## src/rtl/dcache_pkg.sv

```systemverilog
// Shared types and address helpers for the direct-mapped write-through data cache.
package dcache_pkg;

  typedef enum logic [1:0] {
    IDLE,
    REFILL,
    WSTORE
  } state_t;

  localparam int unsigned DEF_LINES = 16;
  localparam int unsigned DEF_WORDS = 4;
  localparam int unsigned OB        = 2 + $clog2(DEF_WORDS);
  localparam int unsigned IDX_W     = $clog2(DEF_LINES);
  localparam int unsigned TAG_W     = 32 - OB - IDX_W;

  // Generic bit-field extraction so instances with other LINES/WORDS can reuse it.
  function automatic logic [31:0] f_field(input logic [31:0] a,
                                          input int unsigned lsb,
                                          input int unsigned width);
    return (a >> lsb) & ((32'd1 << width) - 32'd1);
  endfunction

  function automatic logic [31:0] f_word_addr(input logic [31:0] a);
    return {a[31:2], 2'b00};
  endfunction

endpackage

```

## src/rtl/dcache_data_ram.sv

```systemverilog
// Cache data store: LINES x WORDS x 32, asynchronous read, synchronous write.
module dcache_data_ram #(
  parameter int unsigned LINES = 16,
  parameter int unsigned WORDS = 4
) (
  input  logic                     CLK,
  input  logic                     i_we,
  input  logic [$clog2(LINES)-1:0] i_wline,
  input  logic [$clog2(WORDS)-1:0] i_wword,
  input  logic [31:0]              i_wdata,
  input  logic [$clog2(LINES)-1:0] i_rline,
  input  logic [$clog2(WORDS)-1:0] i_rword,
  output logic [31:0]              o_rdata
);

  logic [31:0] r_mem [LINES*WORDS];

  always_ff @(posedge CLK) begin
    if (i_we) r_mem[{i_wline, i_wword}] <= i_wdata;
  end

  assign o_rdata = r_mem[{i_rline, i_rword}];

endmodule

```

## src/rtl/dcache_responder.sv

```systemverilog
// Direct-mapped, read-allocate, write-through data cache answering M-stage requests
// with a CacheReady stall handshake and a one-word-per-beat memory port.
module dcache_responder
  import dcache_pkg::*;
#(
  parameter int unsigned LINES = DEF_LINES,
  parameter int unsigned WORDS = DEF_WORDS
) (
  input  logic        CLK,
  input  logic        reset,
  input  logic        MemRead,
  input  logic        MemWrite,
  input  logic [31:0] Addr,
  input  logic [31:0] WriteData,
  output logic [31:0] ReadData,
  output logic        CacheReady,
  output logic        mem_req,
  output logic        mem_we,
  output logic [31:0] mem_addr,
  output logic [31:0] mem_wdata,
  input  logic [31:0] mem_rdata,
  input  logic        mem_ack
);

  localparam int unsigned OW  = $clog2(WORDS);
  localparam int unsigned IW  = $clog2(LINES);
  localparam int unsigned OBL = 2 + OW;
  localparam int unsigned TW  = 32 - OBL - IW;

  state_t r_state, w_next;

  logic          r_valid [LINES];
  logic [TW-1:0] r_tag   [LINES];
  logic [OW-1:0] r_beat;
  logic [IW-1:0] r_idx;
  logic [TW-1:0] r_rtag;
  logic          r_mem_req, r_mem_we;
  logic [31:0]   r_mem_addr, r_mem_wdata;

  logic [OW-1:0] w_off;
  logic [IW-1:0] w_idx;
  logic [TW-1:0] w_tag;
  logic          w_hit, w_last, w_rd_hit;
  logic          w_ram_we;
  logic [IW-1:0] w_ram_line;
  logic [OW-1:0] w_ram_word;
  logic [31:0]   w_ram_wdata, w_rdata;

  assign w_off  = OW'(f_field(Addr, 2, OW));
  assign w_idx  = IW'(f_field(Addr, OBL, IW));
  assign w_tag  = TW'(f_field(Addr, OBL + IW, TW));
  assign w_hit  = r_valid[w_idx] && (r_tag[w_idx] == w_tag);
  assign w_last = (r_beat == OW'(WORDS - 1));

  always_ff @(posedge CLK) begin
    if (reset) r_state <= IDLE;
    else       r_state <= w_next;
  end

  always_comb begin
    w_next     = r_state;
    CacheReady = 1'b1;
    w_rd_hit   = 1'b0;
    case (r_state)
      IDLE: begin
        if (MemWrite) begin
          w_next     = WSTORE;
          CacheReady = 1'b0;
        end else if (MemRead) begin
          if (w_hit) begin
            w_rd_hit = 1'b1;
          end else begin
            w_next     = REFILL;
            CacheReady = 1'b0;
          end
        end
      end
      REFILL: begin
        CacheReady = 1'b0;
        if (mem_ack && w_last) w_next = IDLE;
      end
      WSTORE: begin
        CacheReady = mem_ack;
        if (mem_ack) w_next = IDLE;
      end
      default: w_next = IDLE;
    endcase
    // No request is present while reset is held, so report ready.
    if (reset) begin
      CacheReady = 1'b1;
      w_rd_hit   = 1'b0;
    end
  end

  assign ReadData = w_rd_hit ? w_rdata : '0;

  // The data array is shared: refill beats use the latched line, store hits use Addr.
  assign w_ram_we    = !reset && mem_ack &&
                       ((r_state == REFILL) || ((r_state == WSTORE) && w_hit));
  assign w_ram_line  = (r_state == REFILL) ? r_idx  : w_idx;
  assign w_ram_word  = (r_state == REFILL) ? r_beat : w_off;
  assign w_ram_wdata = (r_state == REFILL) ? mem_rdata : WriteData;

  dcache_data_ram #(.LINES(LINES), .WORDS(WORDS)) u_data (
    .CLK     (CLK),
    .i_we    (w_ram_we),
    .i_wline (w_ram_line),
    .i_wword (w_ram_word),
    .i_wdata (w_ram_wdata),
    .i_rline (w_idx),
    .i_rword (w_off),
    .o_rdata (w_rdata)
  );

  always_ff @(posedge CLK) begin
    if (reset) begin
      for (int unsigned i = 0; i < LINES; i++) r_valid[i] <= 1'b0;
      r_beat      <= '0;
      r_mem_req   <= 1'b0;
      r_mem_we    <= 1'b0;
      r_mem_addr  <= '0;
      r_mem_wdata <= '0;
    end else begin
      case (r_state)
        IDLE: begin
          if (MemWrite) begin
            r_mem_req   <= 1'b1;
            r_mem_we    <= 1'b1;
            r_mem_addr  <= f_word_addr(Addr);
            r_mem_wdata <= WriteData;
          end else if (MemRead && !w_hit) begin
            r_valid[w_idx] <= 1'b0;
            r_idx          <= w_idx;
            r_rtag         <= w_tag;
            r_beat         <= '0;
            r_mem_req      <= 1'b1;
            r_mem_we       <= 1'b0;
            r_mem_addr     <= {w_tag, w_idx, {OW{1'b0}}, 2'b00};
            r_mem_wdata    <= '0;
          end
        end
        REFILL: begin
          if (mem_ack) begin
            if (w_last) begin
              r_valid[r_idx] <= 1'b1;
              r_tag[r_idx]   <= r_rtag;
              r_mem_req      <= 1'b0;
              r_mem_addr     <= '0;
            end else begin
              r_beat     <= r_beat + OW'(1);
              r_mem_addr <= {r_rtag, r_idx, r_beat + OW'(1), 2'b00};
            end
          end
        end
        WSTORE: begin
          if (mem_ack) begin
            r_mem_req   <= 1'b0;
            r_mem_we    <= 1'b0;
            r_mem_addr  <= '0;
            r_mem_wdata <= '0;
          end
        end
        default: ;
      endcase
    end
  end

  assign mem_req   = r_mem_req;
  assign mem_we    = r_mem_we;
  assign mem_addr  = r_mem_addr;
  assign mem_wdata = r_mem_wdata;

endmodule

```

## config.mk

```make
export PLATFORM = sky130hd
export DESIGN_NAME = dcache_responder
export DESIGN_NICKNAME = d
export VERILOG_FILES = /design/src/rtl/dcache_pkg.sv /design/src/rtl/dcache_data_ram.sv /design/src/rtl/dcache_responder.sv
export SDC_FILE = /design/constraint.sdc
export NUM_CORES = 2
export LEC_CHECK = 0
export ABC_CLOCK_PERIOD_IN_PS = 5700
export CAP_MARGIN = 5
export CORE_ASPECT_RATIO = 2
export CORE_MARGIN = 10
export CORE_UTILIZATION = 56
export DETAILED_ROUTE_END_ITERATION = 8
export PLACE_DENSITY = 0.76
export SYNTH_ARGS = -nofsm -noshare
export SYNTH_HDL_FRONTEND = slang
export SYNTH_SLANG_ARGS = --single-unit
```

## constraint.sdc

```tcl
create_clock -name CLK -period 5.7 [get_ports CLK]
set_input_delay 1.14 -clock CLK [delete_from_list [all_inputs] [get_ports CLK]]
set_output_delay 1.14 -clock CLK [all_outputs]
set_load 0.005 [all_outputs]
```

# == Word level (Yosys, flattened, before mapping) ==
# Memories as Yosys holds them, arrays and structs flattened.
# Index checks and enable logic that the tools add are counted.
# classes
n_eq_ne,14
add_sub_neg,1
reduce_logical,21
n_mux,62
n_bitwise,2
# op_table
operator,n
$mux 32,9
$pmux 32 s3,1
$pmux 32 s2,1
$mux 1,33
$eq 24x24->1,1
$mux 2,10
$ne 2x2->1 const B,7
$mux 4,3
$reduce_and 4->1,3
$reduce_and 5->1,2
$ne 3x3->1 const B,3
$logic_and 1x1->1,6
$pmux 1 s3,2
$pmux 2 s3,1
$eq 2x2->1 const B,2
$pmux 2 s2,1
$reduce_bool 2->1,2
$reduce_and 3->1,1
$reduce_bool 3->1,1
$add 2x1->2 const B,1
$eq 2x1->1 const B,1
$logic_not 1->1,2
$logic_not 2->1,1
$not 1->1,2
other kinds (3),4
# word_totals
n_memories,3
ramBits,2448
elab_cells,111
in_bits,101
output_inout_bits,99
register_bits,98
# mem_list
memory,words,width,read_ports,rd_ports_with_merged_regs,wr,line,source
u_data.r_mem,64,32,1,0,1,dcache_data_ram.sv:16,logic [31:0] r_mem [LINES*WORDS];
r_tag,16,24,1,0,1,dcache_responder.sv:33,logic [TW-1:0] r_tag [LINES];
r_valid,16,1,1,0,16,dcache_responder.sv:32,logic r_valid [LINES];

# == Longest topological paths before layout ==
# An unclocked memory read counts as a cell.
# depth
word_depth,13
depth_mapped,15
mapped_depth_nobuf,9

# == Cells and area by module ==
# A second synthesis with hierarchy kept.
# hier_totals
cells_unflattened,4662
area_unflattened_um2,98992.4
# modules_own_cells
mod,seq_area_each_um2,area_per_inst_um2,instances,cells_per_inst
dcache_data_ram,61499.0,77872.2,1,3292
dcache_responder,14213.6,21120.3,1,1370

# == Worst setup path after synthesis ==
# No wires, ideal clock.
# synth_path
kind,input to register
from,input port Addr[4]
to,"memory u_data.r_mem[44][0], enable pin"
required_ns,5.279
path_buffers,4
path_stages,13
arrival_time_ns,5.033
path_slack_ns,0.246
setup_ns,0.421
cell_sequence,buf_6 -> buf_6 -> buf_6 -> buf_2 -> mux2i_1 -> a22o_1 -> a221oi_1 -> xor2_1 -> a2111oi_1 -> nand4_2 -> nor2_4 -> a31oi_1 -> nor2_1
# synth_via
elab_chain_cells,8
word_cells_on_any_way,10
cone_classes,eq/ne: 1; mux: 3; reduce/logical: 4; memory: 2
# synth_rtl
element,line,source
from (decl),dcache_responder.sv:13,"input logic [31:0] Addr,"
$mem_v2 16x24,--,
$eq 24x24->1,dcache_responder.sv:52,assign w_hit = r_valid[w_idx] && (r_tag[w_idx] == w_tag);
$logic_and 1x1->1,dcache_responder.sv:52,
$logic_and 1x1->1,dcache_responder.sv:99,((r_state == REFILL) || ((r_state == WSTORE) && w_hit));
$logic_or 1x1->1,dcache_responder.sv:99,
$logic_and 1x1->1,dcache_responder.sv:98,assign w_ram_we = !reset && mem_ack &&
$mux 1,dcache_data_ram.sv:19,"if (i_we) r_mem[{i_wline, i_wword}] <= i_wdata;"
$mux 1 (not written as such),dcache_data_ram.sv:19,
to (decl),dcache_data_ram.sv:16,
# Parallel ways exist; a longest one is shown, timed or not.

# == Final worst setup path ==
# layout_path
from,input port Addr[2]
to,output port ReadData[23]
# layout_via
elab_chain_cells,2
# layout_rtl
element,line,source
$mem_v2 64x32,--,
$mux 32,dcache_responder.sv:95,assign ReadData = w_rd_hit ? w_rdata : '0;
to (decl),dcache_responder.sv:15,"output logic [31:0] ReadData,"
# Every way passes these cells.

==> flow_metrics.tcl <==
set metrics [dict create \
    slew_violations 0 \
    rr_startpoint "r_tag[6][7]" \
    final_hold_viol_count 0 \
    ys.warnings.count 0 \
    synth_top_cell_by_area "edfxtp_1" \
    wl_met3_um 24300 \
    start_util_pct 56.3 \
    setup_viol 0 \
    max-slew-margin-rel_pct 8.38 \
    r2r_setup_slack_ns 1.47 \
    ys_ff_latch 2544 \
    cts_tree "done" \
    synthFlopType "edfxtp_1" \
    skew_ns 0.0700 \
    synth_common_cells "2476 x edfxtp_1, 750 x mux4_2, 159 x clkbuf_1" \
    wl_per_cell_um 39.3 \
    path_cells "buf_8, buf_12, buf_12, mux4_2, mux4_2, mux4_2, and3_1, clkdlybuf4s50_1" \
    async_reset_ff_share_pct 0 \
    path_clk_slew_ns 0.07 \
    wl_met2_um 149000 \
    r2r_end "u_data.r_mem[51][3]" \
    coreArea_um2 175000 \
    critPathRequiredTime_ns 4.56 \
    grt_pass1_vias 51800 \
    wl_met1_um 83300 \
    drtPass1Iterations 8 \
    rows 217 \
    clock_latency_ns 0.88 \
    ys_seq_area_share_pct 76.9 \
    cp-endpoint "ReadData[23]" \
    routed.top_layer "met5" \
    die_w_um 316 \
    max_freq_ghz 0.178 \
    startpoint "Addr[2]" \
    place_area_um2 107000 \
    port_buffers 195 \
    place_hpwl_um 168000 \
    viasPerCell 6.97 \
    cts_buffers 204 \
    power.density_nw_per_um2 331 \
    worst_pin_slew_ns 1.37 \
    n_fill_cell 10600 \
    path_delay_family "multiplexers" \
    drcViolationCount 0 \
    critPathMaxFanout 27 \
    startpoint_type "input pin" \
    die_h_um 613 \
    crit_buf_inv 4 \
    fin_crit_ns 5.61 \
    ios 200 \
    yosys-top-cells-area "edfxtp_1 76%, mux4_2 17%, dfxtp_1 1.4%, mux2i_1 0.79%, clkbuf_1 0.61%" \
    finalCritPeriodShare_pct 98.5 \
    crit_top_cell "mux4_2" \
    wl_um 281000 \
    htree_levels 4 \
    drt_first_iter_violations 7170 \
    final_area_um2 114000 \
    status "finished, final reports clean" \
    clkSinkCount 2544 \
    die_area_um2 194000 \
    crit_type "in2out" \
    reg2reg_depth 12 \
    drive_gt1_share_pct 32.8 \
    arrival_ns 4.47 \
    grt_pass1_wl_um 392000 \
    ys_types 77 \
    overflow 0 \
    yosys.area.top_type_share_pct 75.6 \
    hold_class "reg2reg" \
    synth_edf_count 2476 \
    p_leak_uw 0.0361 \
    tns_ns 0 \
    syn_avg_cell_area_um2 23.6 \
    layout.nets 4790 \
    root_buffer "clkbuf_16" \
    area_delta_synth_final_pct 15.8 \
    track_usage_pct 29.0 \
    num_vias 49800 \
    slowest_stage "mux4_2" \
    mappedNetlistArea_um2 98400 \
    grt_start_max_net_pins 65 \
    maxCapViolCount 0 \
    routabilityCongestion 0.901 \
    antenna_found_initial 8 \
    yosysMostFrequentCell "edfxtp_1" \
    ir_drop_mv 0.270 \
    final_util_pct 65.2 \
    netlist_instances 4174 \
    clockBufferDepth 4 \
    postRouteAntennaNets 0 \
    cp_num_cells 8 \
    rsz0062_at_grt "false" \
    cp-end-kind "output port" \
    slowest_delay_ns 0.63 \
]
## cells in the final DEF, fill, tap and decap left out, drive strengths merged, types with 18 or more instances in the layout
| cell | instances |
|---|---|
| a21oi | 18 |
| a221o | 32 |
| a32o | 33 |
| and3 | 39 |
| buf | 351 |
| bufinv | 20 |
| clkbuf | 245 |
| clkdlybuf4s50 | 167 |
| clkinv | 74 |
| dfxtp | 68 |
| dlymetal6s2s | 22 |
| edfxtp | 2476 |
| inv | 19 |
| mux2 | 39 |
| mux2i | 78 |
| mux4 | 750 |
| nand2 | 24 |
| nor2 | 128 |
| o221a | 30 |
## worst min-delay path by stage
stage / cells past startpoint / end / slack [ns] / start
finish: 1 / mem_wdata[2] / 0.50 / mem_wdata[2]
global route: 1 / mem_wdata[18] / 0.51 / mem_wdata[18]
CTS: 1 / mem_wdata[26] / 0.50 / mem_wdata[26]
detailed placement: 1 / mem_wdata[30] / 0.48 / mem_wdata[30]
global placement: 1 / mem_we / 0.46 / mem_we
floorplan: 1 / mem_we / 0.47 / mem_we
## cells by family after synthesis
| kind of cell | after synthesis | share of synthesized area [%] |
|---|---|---|
| other | 1 | 0.00381 |
| adders and majority gates | 5 | 0.0636 |
| DFF | 2544 | 76.9 |
| muxes | 867 | 18.4 |
| buffers and inverters | 249 | 1.09 |
| AOI/OAI and AO/OA | 219 | 1.95 |
| and+or+nand+nor | 265 | 1.34 |
| xor gates and xnor gates | 24 | 0.214 |
## where the power goes
part | leakage [µW] | internal [µW] | total (µW) | switching (µW)
logic | 0.0101 | 1070 | 2620 | 1550
registers | 0.0228 | 20800 | 20900 | 74.3
clock network | 0.00315 | 7590 | 14100 | 6560
## layout make-up
cell class	instances	area, µm²	area share [%]
multi-input combinational	1382	22300	19.6
tap	2299	2880	2.53
clock inverter	115	1140	1.00
inverter	10	37.5	0.0330
antenna	8	20.0	0.0176
sequential	2544	75700	66.5
clock buffer	245	5330	4.68
timing repair buffer	542	6450	5.67
## routing by layer
metal	vias up	GRT usage, %
li1	19000	-
met4	10	20.1
met2	3684	51.3
met3	1011	4.97
met5	-	0
met1	26100	31.3
## flip-flops by register name (all words and copies together) (netlist names)
| signal | cells |
|---|---|
| r_idx | 4 |
| mem_addr | 30 |
| r_state | 2 |
| r_beat | 2 |
| mem_wdata | 32 |
| r_valid | 16 |
| r_tag | 384 |
| mem_we | 1 |
| r_rtag | 24 |
| u_data.r_mem | 2048 |
| mem_req | 1 |
## metrics by stage
step | total power (µW) | instances | hold slack, ns | setup WS, ns
finish | 37700 | 7145 | 0.498 | 0.0874
global placement | 23700 | 6767 | 0.464 | -0.135
global route | 38500 | 7139 | 0.510 | 0.0299
floorplan | 22700 | 4175 | 0.474 | 0.246
CTS | 37800 | 7135 | 0.500 | 0.00486
detailed placement | 23800 | 6767 | 0.483 | -0.209
## what timing repair did
| item | 4_1_cts | 5_1_grt |
|---|---|---|
| pin swaps | 6 | 7 |
| cloned | 4 | 0 |
| buffers inserted | 4 | 3 |
| gates resized for setup | 31 | 40 |
| hold buffers | 0 | 0 |
| setup endpoints to repair | 33 | 32 |
(Power assumes the default switching activity.)
